**src/rtl/exu_muldiv_wb_arb_pkg.sv**
```systemverilog
// Shared types and constants for the mul/div writeback arbiter.
// Latency: n/a (types only).
// Backpressure: n/a (types only).
//   wb_entry_t  : one buffered result {data, waddr, commit_id}
//   GRANT_*     : encoding of grant_div_o / last_grant
//   arb_state_e : writeback presentation lock state
package exu_wb_pkg;

   localparam int REG_DATA_WIDTH = 32;
   localparam int REG_ADDR_WIDTH = 5;
   localparam int CID_WIDTH      = 4;
   localparam int WB_DEPTH       = 2;

   localparam logic GRANT_MUL = 1'b0;
   localparam logic GRANT_DIV = 1'b1;

   typedef struct packed {
      logic [REG_DATA_WIDTH-1:0] data;
      logic [REG_ADDR_WIDTH-1:0] waddr;
      logic [CID_WIDTH-1:0]      commit_id;
   } wb_entry_t;

   // OPEN: grant may change each cycle. LOCKED: a presented result was
   // refused, so grant and fields are frozen until it is accepted.
   typedef enum logic {
      ARB_OPEN   = 1'b0,
      ARB_LOCKED = 1'b1
   } arb_state_e;

endpackage

```
**src/rtl/exu_muldiv_wb_arb_if.sv**
```systemverilog
// Bundle of the mul/div result pushes and the shared writeback port.
// Latency: n/a (wires only).
// Backpressure: src ready per unit, wb_ready_i from the writeback stage.
//   slave  : the arbiter (consumes unit results, produces writeback)
//   master : the units plus writeback stage driving/observing the arbiter
interface exu_muldiv_wb_arb_if
   import exu_wb_pkg::*;
#(
   parameter int DATA_W = REG_DATA_WIDTH,
   parameter int ADDR_W = REG_ADDR_WIDTH,
   parameter int CID_W  = CID_WIDTH
) ();

   logic              flush_i;

   logic              mul_valid_i;
   logic [DATA_W-1:0] mul_result_i;
   logic [ADDR_W-1:0] mul_waddr_i;
   logic [CID_W-1:0]  mul_commit_id_i;
   logic              mul_ready_o;

   logic              div_valid_i;
   logic [DATA_W-1:0] div_result_i;
   logic [ADDR_W-1:0] div_waddr_i;
   logic [CID_W-1:0]  div_commit_id_i;
   logic              div_ready_o;

   logic              wb_ready_i;
   logic              reg_we_o;
   logic [DATA_W-1:0] reg_wdata_o;
   logic [ADDR_W-1:0] reg_waddr_o;
   logic [CID_W-1:0]  commit_id_o;
   logic              grant_div_o;
   logic              idle_o;

   modport slave (
      input  flush_i,
      input  mul_valid_i, mul_result_i, mul_waddr_i, mul_commit_id_i,
      output mul_ready_o,
      input  div_valid_i, div_result_i, div_waddr_i, div_commit_id_i,
      output div_ready_o,
      input  wb_ready_i,
      output reg_we_o, reg_wdata_o, reg_waddr_o, commit_id_o,
      output grant_div_o, idle_o
   );

   modport master (
      output flush_i,
      output mul_valid_i, mul_result_i, mul_waddr_i, mul_commit_id_i,
      input  mul_ready_o,
      output div_valid_i, div_result_i, div_waddr_i, div_commit_id_i,
      input  div_ready_o,
      output wb_ready_i,
      input  reg_we_o, reg_wdata_o, reg_waddr_o, commit_id_o,
      input  grant_div_o, idle_o
   );

endinterface

```
**src/rtl/exu_muldiv_wb_arb_fifo.sv**
```systemverilog
// Small result FIFO of wb_entry_t with synchronous reset and flush.
// Latency: entry pushed at edge N is visible on head_dat after edge N.
// Backpressure: push ignored when full (even with a same-cycle pop) or flushing.
//   push/push_dat : write at tail when not full
//   pop           : remove head when not empty
//   flush         : drop all entries, same-cycle push dropped
//   full/empty/head_dat : status and current head entry
module wb_fifo
   import exu_wb_pkg::*;
#(
   parameter int DEPTH = WB_DEPTH
) (
   input  logic      clk,
   input  logic      rst_n,
   input  logic      flush,
   input  logic      push,
   input  wb_entry_t push_dat,
   input  logic      pop,
   output logic      full,
   output logic      empty,
   output wb_entry_t head_dat
);

   localparam int PTR_W = (DEPTH > 1) ? $clog2(DEPTH) : 1;
   localparam int CNT_W = $clog2(DEPTH + 1);

   wb_entry_t        mem [DEPTH];
   logic [PTR_W-1:0] wr_ptr;
   logic [PTR_W-1:0] rd_ptr;
   logic [CNT_W-1:0] count;
   logic             push_ok;
   logic             pop_ok;

   assign full     = (count == CNT_W'(DEPTH));
   assign empty    = (count == '0);
   assign push_ok  = push && !full && !flush;
   assign pop_ok   = pop && !empty;
   assign head_dat = mem[rd_ptr];

   // Storage carries no reset; count/pointers alone define validity.
   always_ff @(posedge clk) begin
      if (push_ok) begin
         mem[wr_ptr] <= push_dat;
      end
   end

   // DEPTH is a power of two, so pointer increment wraps naturally.
   always_ff @(posedge clk) begin
      if (!rst_n || flush) begin
         wr_ptr <= '0;
         rd_ptr <= '0;
         count  <= '0;
      end else begin
         if (push_ok) begin
            wr_ptr <= wr_ptr + PTR_W'(1);
         end
         if (pop_ok) begin
            rd_ptr <= rd_ptr + PTR_W'(1);
         end
         unique case ({push_ok, pop_ok})
            2'b10:   count <= count + CNT_W'(1);
            2'b01:   count <= count - CNT_W'(1);
            default: count <= count;
         endcase
      end
   end

endmodule

```
**src/rtl/exu_muldiv_wb_arb.sv**
```systemverilog
// Buffers mul and div results and round-robins them onto one writeback port.
// Latency: result pushed at edge N is presented in cycle N+1 at the earliest.
// Backpressure: per-source ready = FIFO not full; refused result is held locked.
//   clk, rst_n : clock, synchronous active-low reset
//   bus.slave  : mul/div push groups, flush_i, writeback port, idle_o
module exu_muldiv_wb_arb
   import exu_wb_pkg::*;
#(
   parameter int DEPTH = WB_DEPTH
) (
   input logic                clk,
   input logic                rst_n,
   exu_muldiv_wb_arb_if.slave bus
);

   wb_entry_t  mul_push_dat;
   wb_entry_t  div_push_dat;
   wb_entry_t  mul_head;
   wb_entry_t  div_head;
   wb_entry_t  sel_head;
   logic       mul_full, mul_empty;
   logic       div_full, div_empty;
   logic       mul_pop, div_pop;
   logic       reg_we;
   logic       wb_fire;
   logic       grant;
   logic       grant_q;
   logic       last_grant_q;
   arb_state_e state_q, state_d;

   assign mul_push_dat = '{data: bus.mul_result_i, waddr: bus.mul_waddr_i,
                           commit_id: bus.mul_commit_id_i};
   assign div_push_dat = '{data: bus.div_result_i, waddr: bus.div_waddr_i,
                           commit_id: bus.div_commit_id_i};

   wb_fifo #(.DEPTH(DEPTH)) u_mul_fifo (
      .clk      (clk),
      .rst_n    (rst_n),
      .flush    (bus.flush_i),
      .push     (bus.mul_valid_i),
      .push_dat (mul_push_dat),
      .pop      (mul_pop),
      .full     (mul_full),
      .empty    (mul_empty),
      .head_dat (mul_head)
   );

   wb_fifo #(.DEPTH(DEPTH)) u_div_fifo (
      .clk      (clk),
      .rst_n    (rst_n),
      .flush    (bus.flush_i),
      .push     (bus.div_valid_i),
      .push_dat (div_push_dat),
      .pop      (div_pop),
      .full     (div_full),
      .empty    (div_empty),
      .head_dat (div_head)
   );

   assign wb_fire = reg_we && bus.wb_ready_i;
   assign mul_pop = wb_fire && (grant == GRANT_MUL);
   assign div_pop = wb_fire && (grant == GRANT_DIV);

   // Lock state register.
   always_ff @(posedge clk) begin
      if (!rst_n) begin
         state_q <= ARB_OPEN;
      end else begin
         state_q <= state_d;
      end
   end

   // Lock next state: enter on a refused presentation, leave on acceptance.
   always_comb begin
      state_d = state_q;
      unique case (state_q)
         ARB_OPEN:   if (reg_we && !bus.wb_ready_i) state_d = ARB_LOCKED;
         ARB_LOCKED: if (bus.wb_ready_i)            state_d = ARB_OPEN;
         default:    state_d = ARB_OPEN;
      endcase
      if (bus.flush_i) begin
         state_d = ARB_OPEN;
      end
   end

   // Grant selection. While locked the granted FIFO cannot pop, so its head
   // (and therefore every presented field) is stable without extra storage.
   always_comb begin
      grant = GRANT_MUL;
      if (state_q == ARB_LOCKED) begin
         grant = grant_q;
      end else if (!mul_empty && !div_empty) begin
         grant = (last_grant_q == GRANT_DIV) ? GRANT_MUL : GRANT_DIV;
      end else if (!div_empty) begin
         grant = GRANT_DIV;
      end
      reg_we   = (grant == GRANT_DIV) ? !div_empty : !mul_empty;
      sel_head = (grant == GRANT_DIV) ? div_head : mul_head;
      if (!reg_we) begin
         sel_head = '0;
      end
   end

   // grant_q only matters in LOCKED; it captures the grant of the refusing cycle.
   always_ff @(posedge clk) begin
      if (!rst_n) begin
         grant_q      <= GRANT_MUL;
         last_grant_q <= GRANT_DIV;
      end else begin
         grant_q <= grant;
         if (bus.flush_i) begin
            last_grant_q <= GRANT_DIV;
         end else if (wb_fire) begin
            last_grant_q <= grant;
         end
      end
   end

   // Ready stays high through a flush since the FIFOs are being emptied.
   assign bus.mul_ready_o = rst_n && (bus.flush_i || !mul_full);
   assign bus.div_ready_o = rst_n && (bus.flush_i || !div_full);
   assign bus.reg_we_o    = reg_we;
   assign bus.reg_wdata_o = sel_head.data;
   assign bus.reg_waddr_o = sel_head.waddr;
   assign bus.commit_id_o = sel_head.commit_id;
   assign bus.grant_div_o = reg_we && (grant == GRANT_DIV);
   assign bus.idle_o      = mul_empty && div_empty;

endmodule

```
**src/flat_wrapper.sv**
```systemverilog
// flat-port wrapper written by rule: the top's interface ports become plain ports
module exu_muldiv_wb_arb_flat import exu_wb_pkg::*;
#(
   parameter int DEPTH = WB_DEPTH
)
  (clk, rst_n, bus_flush_i, bus_mul_valid_i, bus_mul_result_i, bus_mul_waddr_i, bus_mul_commit_id_i, bus_mul_ready_o, bus_div_valid_i, bus_div_result_i, bus_div_waddr_i, bus_div_commit_id_i, bus_div_ready_o, bus_wb_ready_i, bus_reg_we_o, bus_reg_wdata_o, bus_reg_waddr_o, bus_commit_id_o, bus_grant_div_o, bus_idle_o);
  exu_muldiv_wb_arb_if bus_i ();
  input logic clk;
  input logic rst_n;
  input wire logic [$bits(bus_i.flush_i)-1:0] bus_flush_i;
  input wire logic [$bits(bus_i.mul_valid_i)-1:0] bus_mul_valid_i;
  input wire logic [$bits(bus_i.mul_result_i)-1:0] bus_mul_result_i;
  input wire logic [$bits(bus_i.mul_waddr_i)-1:0] bus_mul_waddr_i;
  input wire logic [$bits(bus_i.mul_commit_id_i)-1:0] bus_mul_commit_id_i;
  output wire logic [$bits(bus_i.mul_ready_o)-1:0] bus_mul_ready_o;
  input wire logic [$bits(bus_i.div_valid_i)-1:0] bus_div_valid_i;
  input wire logic [$bits(bus_i.div_result_i)-1:0] bus_div_result_i;
  input wire logic [$bits(bus_i.div_waddr_i)-1:0] bus_div_waddr_i;
  input wire logic [$bits(bus_i.div_commit_id_i)-1:0] bus_div_commit_id_i;
  output wire logic [$bits(bus_i.div_ready_o)-1:0] bus_div_ready_o;
  input wire logic [$bits(bus_i.wb_ready_i)-1:0] bus_wb_ready_i;
  output wire logic [$bits(bus_i.reg_we_o)-1:0] bus_reg_we_o;
  output wire logic [$bits(bus_i.reg_wdata_o)-1:0] bus_reg_wdata_o;
  output wire logic [$bits(bus_i.reg_waddr_o)-1:0] bus_reg_waddr_o;
  output wire logic [$bits(bus_i.commit_id_o)-1:0] bus_commit_id_o;
  output wire logic [$bits(bus_i.grant_div_o)-1:0] bus_grant_div_o;
  output wire logic [$bits(bus_i.idle_o)-1:0] bus_idle_o;
  assign bus_i.flush_i = bus_flush_i;
  assign bus_i.mul_valid_i = bus_mul_valid_i;
  assign bus_i.mul_result_i = bus_mul_result_i;
  assign bus_i.mul_waddr_i = bus_mul_waddr_i;
  assign bus_i.mul_commit_id_i = bus_mul_commit_id_i;
  assign bus_mul_ready_o = bus_i.mul_ready_o;
  assign bus_i.div_valid_i = bus_div_valid_i;
  assign bus_i.div_result_i = bus_div_result_i;
  assign bus_i.div_waddr_i = bus_div_waddr_i;
  assign bus_i.div_commit_id_i = bus_div_commit_id_i;
  assign bus_div_ready_o = bus_i.div_ready_o;
  assign bus_i.wb_ready_i = bus_wb_ready_i;
  assign bus_reg_we_o = bus_i.reg_we_o;
  assign bus_reg_wdata_o = bus_i.reg_wdata_o;
  assign bus_reg_waddr_o = bus_i.reg_waddr_o;
  assign bus_commit_id_o = bus_i.commit_id_o;
  assign bus_grant_div_o = bus_i.grant_div_o;
  assign bus_idle_o = bus_i.idle_o;
  exu_muldiv_wb_arb #(.DEPTH(DEPTH)) u_core (.clk(clk), .rst_n(rst_n), .bus(bus_i));
endmodule
```
**config.mk**
```make
export PLATFORM = sky130hd
export DESIGN_NAME = exu_muldiv_wb_arb_flat
export DESIGN_NICKNAME = d
export VERILOG_FILES = /design/src/rtl/exu_muldiv_wb_arb_pkg.sv /design/src/rtl/exu_muldiv_wb_arb_if.sv /design/src/rtl/exu_muldiv_wb_arb_fifo.sv /design/src/rtl/exu_muldiv_wb_arb.sv /design/src/flat_wrapper.sv
export SDC_FILE = /design/constraint.sdc
export NUM_CORES = 1
export LEC_CHECK = 0
export CAP_MARGIN = 20
export CORE_UTILIZATION = 50
export CTS_CLUSTER_DIAMETER = 80
export CTS_CLUSTER_SIZE = 14
export DETAILED_ROUTE_END_ITERATION = 8
export PLACE_DENSITY = 0.77
export SLEW_MARGIN = 0
export SYNTH_ARGS = -nofsm -noshare
export SYNTH_HDL_FRONTEND = slang
export SYNTH_SLANG_ARGS = --single-unit
```
**constraint.sdc**
```tcl
create_clock -name clk -period 5.2 [get_ports clk]
set_input_delay 0.78 -clock clk [delete_from_list [all_inputs] [get_ports clk]]
set_output_delay 0.78 -clock clk [all_outputs]
set_load 0.03 [all_outputs]
```
==> results.md <==
* Outcome: finished, final reports clean
* Synthesis-stage register bit count at 177
* RSZ-0062 raised after global routing: no
* Fillers at 947
* Sw power at 0.6781 mW
* Crit-path leading delay family: compound AO/OA/AOI/OAI gates
* Die X at 121.5 um
* CP max stage cell: a21o_2
* Post-Synthesis Cells at 391
* Final setup violating endpoints at 0
* Bufs and invs on worst path at 2
* Int Power at 2.593 mW
* Post-route ant nets at 0
* Final WS setup at 1412 ps
* Worst Hold Depth at 2
* Largest area contributor in the netlist: edfxtp_1
* Clk buf depth at 2
* Clock power frac at 0.414
* Synth cell count leaders: edfxtp_1, mux2i_1, o22ai_2
* Post-Route WL at approximately 13 mm
* Reg2Reg Launch Point: u_core.u_mul_fifo.count[0]
* Min cycle time layout at 3788 ps
* CTS root buffer: clkbuf_16
* Port buffer count at 133
* Crit. path cell count at 5
* Critical Path RT at approximately 4400 ps
* Area grow syn2layout at 29.26%
* Top-area cell type share of the netlist area at 0.6893
* Mapped Nets at 481
* Rel. slew slack at 0.3407
* RD Place Congestion at 0.7412
* H-Tree Depth at 4
* Top-count cell post-synth: edfxtp_1
* DP Wirelength at roughly 8.5 mm
* Share of cells above drive strength 1 at 0.1611
* Remaining DRCs at 0
* Worst-Skew Late Latency at ~430 ps
* CP Capture Point: bus_commit_id_o[0]
* Diode count at 0
* Reg2reg setup slack at 3020 ps
* Post-cts gate resize count at 0
* Worst setup EP type: output port
* Slew @ Worst Pin at 989.0 ps
* Via-per-instance ratio at 5.324
* CTS tree: yes
* Die H at 121.5 um
* Top post-synthesis cells by area: edfxtp_1, mux2i_1, o22ai_2
* Clock slew at reported path FFs at 60 ps
* First-pass GRT wire length at ~20 mm
* Critical Path AT at 3010 ps
* Pwr Total at 3.271 mW
* Yosys Warn Count at 0
* Post-Syn Area at 7144 um2
* Avg Synthesized Cell Area at 18.27 um2
* Critical path peak fanout at 26
* Fmax at around 0.26 GHz
* Leakage power at approximately 2.9 nW
* Finished Core Util at 0.6627
* Setup crit start: u_core.u_mul_fifo.count[0]
* Post-synth EDFFs at 164
* Ports at 134
* Pin count of the biggest net entering global routing at 42
* Sw Share at 0.2073
* Hold-fix buffers, CTS at 0
* Die area at 14770 um2
* Initial antenna violation count at 0
* Pwr/cell area at 354.2 nW/um2
* Area occupied by multi-input gates at 1775 um2
* Starting Density at 0.5127
* Reg2Reg Depth at 3
* Fin area at 9235 um2
* Clk sinks at 177
* First-pass DRT Iterations at 5
* Post-CTS setup buffer count at 0
* Register share of total power at 0.493
* Final Slew Violations at 0
* Netlist cell types at 34
* Grt ovf at 0
* Dpl ws at about 1900 ps
* # nets final at 617
* Post-synth ARST share at 0
* 1st-iter DRT viols at 166
* Crit path launch type: register
* Max VDD drop at 0.0002291 V
* Cell Chain, Critical Path: o2bb2ai_1 -> a21o_2 -> buf_4 -> o22ai_1 -> clkdlybuf4s50_1
* Post-synth top flop: edfxtp_1
* Total negative setup slack at 0 ps
* Vias in the first global route at 3992
* Wire per inst at 18.58 um
* Final Skew at around 12 ps
* Post-placement cell area at roughly 8600 um2
* Core Region at 13930 um2
* Largest stage delay, worst path at just over 700 ps
* Seq/Total Area, Yosys at 0.7257
* Num CTS Buffers at 17
* FP Rows at 43
* Logic gate share of total power at 0.093
* GRT Total Usage at 0.1916
* Hold Crit Class: register to register
* Kind of critical path: register to output port
* Reg-to-Reg End: u_core.u_mul_fifo.mem[0][37]
* Final Hold Fails at 0
* Storage cell area at 5187 um2
* Tcrit/Tclk final at 0.7284
* Total number of vias at 3833
* Max-cap violations at 0
## stage by stage
step / std cells / hold slack (ps)
after floorplan: 391 / 451.1
after global placement: 688 / 453.7
after detailed placement: 688 / 469.3
after CTS: 720 / 476.5
after global routing: 720 / 511.5
final: 720 / 471.6
## cells by family (layout without fill, tap and decap cells)
kind of cell	after synthesis	after routing	synth area share
flip-flops	177	177	0.7257
adder cells (fa/ha/maj)	2	2	0.003502
multiplexers	86	86	0.1205
AO/OA/AOI/OAI	63	63	0.09457
buffers and inverters	30	179	0.02820
AND/OR/NAND/NOR	29	29	0.02259
XOR/XNOR	4	4	0.004905
## cell usage in the layout (no fill, tap or decap), drive strengths merged, types with 2 or more instances in the layout
cell and n:
nand2 3, dfxtp 13, o22ai 41, a211o 2
nor2b 4, nor2 6, clkdlybuf4s50 133, a21oi 4
a211oi 2, xnor2 2, clkbuf 17, nand2b 9
o21ai 5, xor2 2, or3 4, ha 2
clkinv 5, bufinv 5, inv 9, buf 6
mux2i 86, edfxtp 164, clkinvlp 4, o21a 2
## worst min path at each step
| stage | startpoint | to |
|---|---|---|
| 6_report | u_core.u_mul_fifo.rd_ptr | register |
| 3_3_place_gp | u_core.u_mul_fifo.rd_ptr | register |
| 2_1_floorplan | u_core.last_grant_q | u_core.last_grant_q |
| 5_1_grt | u_core.u_div_fifo.rd_ptr | register |
| 3_5_place_dp | u_core.u_div_fifo.rd_ptr | register |
| 4_1_cts | u_core.u_mul_fifo.rd_ptr | register |
## layer usage
metal | vias to the layer above | wire length, um | GRT usage
met5 | - | 0 | 0
met4 | 0 | 228 | 0.07793
met3 | 18 | 741 | 0.05478
met2 | 118 | 6953 | 0.3267
met1 | 1874 | 5454 | 0.2282
li1 | 1823 | - | -
## worst reg2reg max path: stages (launching register included)
cell and delay, ps:
dfxtp_1 470, and2b_1 230, or3_1 380, inv_2 710
## power by group through the flow
stage	logic (mW)	clock network (mW)	registers, mW
floorplan	0.169	0	1.64
global placement	0.299	0	1.64
detailed placement	0.306	0	1.64
CTS	0.308	1.38	1.61
global route	0.324	1.42	1.62
finish	0.305	1.35	1.61
## state kept, by name, indices dropped and copies added (netlist names), named ones only
register,count
u_core.u_mul_fifo.mem,82
u_core.u_mul_fifo.count,2
u_core.grant_q,1
u_core.u_div_fifo.rd_ptr,1
u_core.last_grant_q,1
u_core.u_mul_fifo.rd_ptr,1
u_core.u_div_fifo.wr_ptr,1
u_core.u_div_fifo.count,2
u_core.u_mul_fifo.wr_ptr,1
u_core.state_q,1
u_core.u_div_fifo.mem,82
## cell type report
cell class                 count  share of cell area
sequential                   177              0.5617
timing repair buffer         139              0.1490
tap                          180             0.02439
inverter                       8            0.003252
clock inverter                15             0.02330
multi-input combinational    184              0.1923
clock buffer                  17             0.04606
Note: power is estimated with default switching activity, not from simulation.
